[src/rtl/flex_scan_counter.sv]
`default_nettype none
// ============================================================================
// Module      : flex_scan_counter
// Description : Cascaded column/row raster position counter with programmable
//               per-dimension rollover values. Outputs the 1-based position of
//               the current pixel with registered line-end, last-row,
//               frame-done and window-border flags that are aligned with the
//               position outputs.
// Ports       : clk                - rising-edge clock
//               n_rst              - synchronous active-low reset
//               clear              - synchronous return to idle (beats enable)
//               count_enable       - advance by one pixel this cycle
//               col_rollover_val   - last column index (0 treated as 1)
//               row_rollover_val   - last row index (0 treated as 1)
//               col_out / row_out  - current position, 0 when idle
//               active             - position is valid
//               col_rollover_flag  - pixel is last of its line
//               row_rollover_flag  - pixel is on the last row
//               frame_done         - pixel is last of the frame
//               border_flag        - pixel within BORDER of any frame edge
// Revision    : 1.0 - initial release
// ============================================================================
module flex_scan_counter #(
    parameter int COL_BITS = 10,
    parameter int ROW_BITS = 10,
    parameter int BORDER   = 1
) (
    input  logic                clk,
    input  logic                n_rst,
    input  logic                clear,
    input  logic                count_enable,
    input  logic [COL_BITS-1:0] col_rollover_val,
    input  logic [ROW_BITS-1:0] row_rollover_val,
    output logic [COL_BITS-1:0] col_out,
    output logic [ROW_BITS-1:0] row_out,
    output logic                active,
    output logic                col_rollover_flag,
    output logic                row_rollover_flag,
    output logic                frame_done,
    output logic                border_flag
);

    localparam logic [0:0] S_IDLE = 1'b0;
    localparam logic [0:0] S_SCAN = 1'b1;

    localparam logic [COL_BITS:0] c_col_border = (COL_BITS+1)'(BORDER);
    localparam logic [ROW_BITS:0] c_row_border = (ROW_BITS+1)'(BORDER);

    logic [0:0]          r_state;
    logic [COL_BITS-1:0] r_col;
    logic [ROW_BITS-1:0] r_row;
    logic                r_col_flag;
    logic                r_row_flag;
    logic                r_frame_done;
    logic                r_border;

    logic [0:0]          w_next_state;
    logic [COL_BITS-1:0] w_next_col;
    logic [ROW_BITS-1:0] w_next_row;
    logic [COL_BITS-1:0] w_col_rv;
    logic [ROW_BITS-1:0] w_row_rv;
    logic                w_scan;
    logic                w_col_flag;
    logic                w_row_flag;
    logic                w_border;
    logic [COL_BITS:0]   w_col_lim;
    logic [ROW_BITS:0]   w_row_lim;
    logic                w_col_edge;
    logic                w_row_edge;

    // A programmed rollover of 0 would make a line/frame of zero pixels;
    // clamp it to a single-pixel dimension instead.
    assign w_col_rv = (col_rollover_val == '0) ? COL_BITS'(1) : col_rollover_val;
    assign w_row_rv = (row_rollover_val == '0) ? ROW_BITS'(1) : row_rollover_val;

    // ------------------------------------------------------------------------
    // State register (position and flags are all registered together)
    // ------------------------------------------------------------------------
    always_ff @(posedge clk) begin
        if (!n_rst) begin
            r_state      <= S_IDLE;
            r_col        <= '0;
            r_row        <= '0;
            r_col_flag   <= 1'b0;
            r_row_flag   <= 1'b0;
            r_frame_done <= 1'b0;
            r_border     <= 1'b0;
        end else begin
            r_state      <= w_next_state;
            r_col        <= w_next_col;
            r_row        <= w_next_row;
            r_col_flag   <= w_col_flag;
            r_row_flag   <= w_row_flag;
            r_frame_done <= w_col_flag & w_row_flag;
            r_border     <= w_border;
        end
    end

    // ------------------------------------------------------------------------
    // Next-state / next-position logic
    // ------------------------------------------------------------------------
    always_comb begin
        w_next_state = r_state;
        w_next_col   = r_col;
        w_next_row   = r_row;
        if (clear) begin
            w_next_state = S_IDLE;
            w_next_col   = '0;
            w_next_row   = '0;
        end else if (count_enable) begin
            if (r_state == S_IDLE) begin
                w_next_state = S_SCAN;
                w_next_col   = COL_BITS'(1);
                w_next_row   = ROW_BITS'(1);
            end else if (r_col >= w_col_rv) begin
                // ">=" so a rollover value lowered below the current count
                // wraps on the next step instead of running to binary wrap.
                w_next_col = COL_BITS'(1);
                if (r_row >= w_row_rv) begin
                    w_next_row = ROW_BITS'(1);
                end else begin
                    w_next_row = r_row + ROW_BITS'(1);
                end
            end else begin
                w_next_col = r_col + COL_BITS'(1);
            end
        end
    end

    // ------------------------------------------------------------------------
    // Flag logic, evaluated on the next position so the registered flags line
    // up with the registered position. Recomputed every cycle, so rollover
    // value changes show up even while stalled.
    // ------------------------------------------------------------------------
    always_comb begin
        w_scan     = (w_next_state == S_SCAN);
        w_col_flag = w_scan && (w_next_col >= w_col_rv);
        w_row_flag = w_scan && (w_next_row >= w_row_rv);

        // Far-edge limit computed one bit wider; a borrow (MSB set) means the
        // border covers the whole dimension.
        w_col_lim  = {1'b0, w_col_rv} - c_col_border;
        w_row_lim  = {1'b0, w_row_rv} - c_row_border;
        w_col_edge = ({1'b0, w_next_col} <= c_col_border) || w_col_lim[COL_BITS]
                     || ({1'b0, w_next_col} > w_col_lim);
        w_row_edge = ({1'b0, w_next_row} <= c_row_border) || w_row_lim[ROW_BITS]
                     || ({1'b0, w_next_row} > w_row_lim);
        w_border   = w_scan && (w_col_edge || w_row_edge);
    end

    assign col_out           = r_col;
    assign row_out           = r_row;
    assign active            = (r_state == S_SCAN);
    assign col_rollover_flag = r_col_flag;
    assign row_rollover_flag = r_row_flag;
    assign frame_done        = r_frame_done;
    assign border_flag       = r_border;

endmodule
`default_nettype wire
[config.mk]
export PLATFORM = sky130hd
export DESIGN_NAME = flex_scan_counter
export DESIGN_NICKNAME = d
export VERILOG_FILES = /design/src/rtl/flex_scan_counter.sv
export SDC_FILE = /design/constraint.sdc
export NUM_CORES = 1
export LEC_CHECK = 0
export ABC_AREA = 1
export BUFFER_PORTS_ARGS = -buffer_cell sky130_fd_sc_hd__buf_4
export CORE_MARGIN = 8
export CORE_UTILIZATION = 51
export CTS_BUF_LIST = sky130_fd_sc_hd__clkbuf_4 sky130_fd_sc_hd__clkbuf_8 sky130_fd_sc_hd__clkbuf_16
export DETAILED_ROUTE_END_ITERATION = 8
export HOLD_SLACK_MARGIN = 0.08
export PLACE_DENSITY = 0.72
export RECOVER_POWER = 50
export SYNTH_ARGS = -nofsm -noshare
export SYNTH_HDL_FRONTEND = slang
export SYNTH_SLANG_ARGS = --single-unit
[constraint.sdc]
create_clock -name clk -period 3.37 [get_ports clk]
set_input_delay 0.337 -clock clk [delete_from_list [all_inputs] [get_ports clk]]
set_output_delay 0.337 -clock clk [all_outputs]
set_load 0.01 [all_outputs]
==> reports/qor.yml <==
status: "finished, final reports clean"
drc: 0
io-pin-count: 49
ys_seq_area_share_pct: 14.2
total_power_uw: 921
finalSetupViolCount: 0
synth_top_area_share_pct: 22.6
cp_max_fo: 2
timing.final.crit_period_ns: 3.18
fmax_mhz: 314
synth_compound_area_share_pct: 10.9
cts_hold_buf: 0
start_util_pct: 52.3
synth-xor-area-share_pct: 4.95
fin_util_pct: 70.5
ys_ff_latch: 25
yosysTopAreaCell: "ha_1"
syn_area_per_cell_sq_um: 6.13
synth_simple_gate_area_share_pct: 34.0
die_area_sq_um: 9850
crit_arrival_ns: 3.38
antenna_found_initial: 0
fin_area_sq_um: 4760
worst-setup-path-type: "in -> reg"
cp-start-kind: "input pin"
cts_buffers: 3
syn_nets: 665
finalHoldWorstSlack_ns: 0.386
detail_route.wl_per_cell_microns: 14.3
holdCritPathClass: "in -> reg"
synthCells: 577
viasPerCell: 5.22
stdcell_count: 778
worst_pin_slew_ns: 0.691
maxCapViolations: 0
clock-sinks: 25
synth_ff_type: "dfxtp_1"
dpl_cell_area_sq_um: 4460
place_congestion: 0.869
routed_wl_mm: 11.1
drive_gt1_share_pct: 28.1
ant_nets: 0
muxShareOfSynthArea_pct: 0
final_hold_viol_count: 0
n_antenna_cell: 0
rsz0062_at_grt: "true"
drtIter0Drc: 157
hpwl_mm: 8.92
grt-ovfl-total: 0
synth_area_sq_um: 3540
grt_pass1_vias: 3880
cts_tree: "done"
die_x_microns: 99.3
skew_ns: 0.00943
area_growth_pct: 34.7
cts_root_buffer: "clkbuf_8"
design.core.area_sq_um: 6760
grt_pass1_wl_mm: 17.7
irDropWorstVdd_mv: 0.159
top_usage_layer: "met2"
slew_headroom_pct: 53.9
cp-end-kind: "register"
ctsHtreeMaxLevel: 1
ys_warn_count: 0
grt_max_degree: 29
synth_edf_count: 0
critPathSlowestCell: "ha_1"
crit_path_start: "row_rollover_val[5]"
grt.total_usage_pct: 21.6
drt-pass1-iter-count: 5
row_count: 30
ff2ff_path_depth: 28
clk-insertion-delay-late_ns: 0.28
clkTransAtPathRegs_ns: 0.10
grtUsageMet3_pct: 2.65
clk_path_buf_depth: 2
nets: 787
drv_slew: 0
rr_startpoint: "col_out[0]$_SDFF_PN0_"
synth_area_leaders: "ha_1 (23%), nand2_1 (16%), dfxtp_1 (14%)"
grtUsageMet2_pct: 36.2
reg2reg_setup_slack_ns: 0.22
synthAdderAreaFrac_pct: 22.6
power_density_nw_per_um2: 193
async_reset_ff_share_pct: 0
fin_crit_sh_pct: 94.5
p_leak_nw: 2.75
synth_cell_types: 38
vias: 4058
r2r_end: "row_rollover_flag$_SDFF_PN0_"
cpMostUsedCell: "nand2_1"
dpl.cell_count: 764
synth_top_family_by_area: "simple AND/OR/NAND/NOR gates"
cp_slowest_stage_delay_ns: 0.27
grt_use_met1_pct: 28.4
critPathRequiredTime_ns: 3.57
cp-endpoint: "row_rollover_flag$_SDFF_PN0_"
dieHeight_microns: 99.3
portBuffers: 48
[kinds of logic (layout without fill, tap and decap cells)]
group / after synthesis / in the layout
adders and majority gates: 64 / 64
xor gates and xnor gates: 20 / 20
buffers and inverters: 119 / 239
DFF: 25 / 25
and+or+nand+nor: 283 / 284
AOI/OAI and AO/OA: 66 / 66
[Yosys cell counts, types with 4 or more instances]
library cell	number
a21oi_1	33
clkbuf_1	4
dfxtp_1	25
ha_1	64
inv_1	106
nand2_1	152
nand2_2	5
nand3_1	28
nand3_2	4
nand4_1	9
nor2_1	73
nor3_1	4
o21ai_0	14
xor2_1	17
[worst min path at each step]
stage,to,cells past startpoint,slack [ns],start
final,border_flag$_SDFF_PN0_,3,0.39,n_rst
after floorplan,border_flag$_SDFF_PN0_,2,0.48,n_rst
after CTS,border_flag$_SDFF_PN0_,3,0.37,n_rst
after detailed placement,border_flag$_SDFF_PN0_,3,0.67,n_rst
after global placement,active$_SDFF_PN0_,3,0.67,n_rst
after global routing,border_flag$_SDFF_PN0_,3,0.38,n_rst
[registers in the layout (all words and copies together) (netlist names)]
name / flops
col_rollover_flag: 1
border_flag: 1
row_rollover_flag: 1
col_out: 10
active: 1
row_out: 10
frame_done: 1
[where the power goes]
group / switching [mW] / total (mW) / internal [mW]
combinational: 0.228 / 0.414 / 0.186
clock: 0.109 / 0.192 / 0.0832
sequential: 0.0106 / 0.315 / 0.305
total: 0.348 / 0.921 / 0.574
[through the flow]
stage | TNS [ns] | setup WS (ns)
finish | 0 | 0.185
global route | -0.270 | -0.102
global placement | -0.454 | -0.206
floorplan | 0 | 0.0514
detailed placement | -0.744 | -0.232
CTS | 0 | 0.0664
[worst max-delay path: cells and delay by family]
family,cells,cell delay [ns]
buf+inv,6,0.44
fa+ha+maj,2,0.47
compound gates,6,0.86
simple gates,19,1.25
[cells in the final DEF (no fill, tap or decap), drive strengths merged, types with 5 or more instances in the layout]
cell type and instances:
inv 108, nand3 34, a21oi 35, nand2 157
xor2 17, nor3 5, nor2 76, ha 64
dfxtp 25, nand4 9, clkbuf 7, buf 123
o21ai 17
[final cells by class]
cell class / count / area [sq um]
multi-input cells: 434 / 2740
fillers: 583 / 1990
repair buffers: 127 / 961
flip-flops and latches: 25 / 508
inverters: 108 / 410
well taps: 80 / 100
clock buffers: 3 / 41.3
clock inverters: 1 / 5.00
[metal layers]
layer  part of all wire (%)  vias to the layer above
li1                       -                     2068
met3                    5.6                       14
met2                     46                      130
met4                    1.5                        0
met5                      0                        -
met1                     46                     1846
[timing repair]
action | in CTS | in global routing
setup endpoints to repair | 0 | 4
setup buffers | 0 | 9
gates resized for setup | 0 | 67
(Power assumes the default switching activity.)
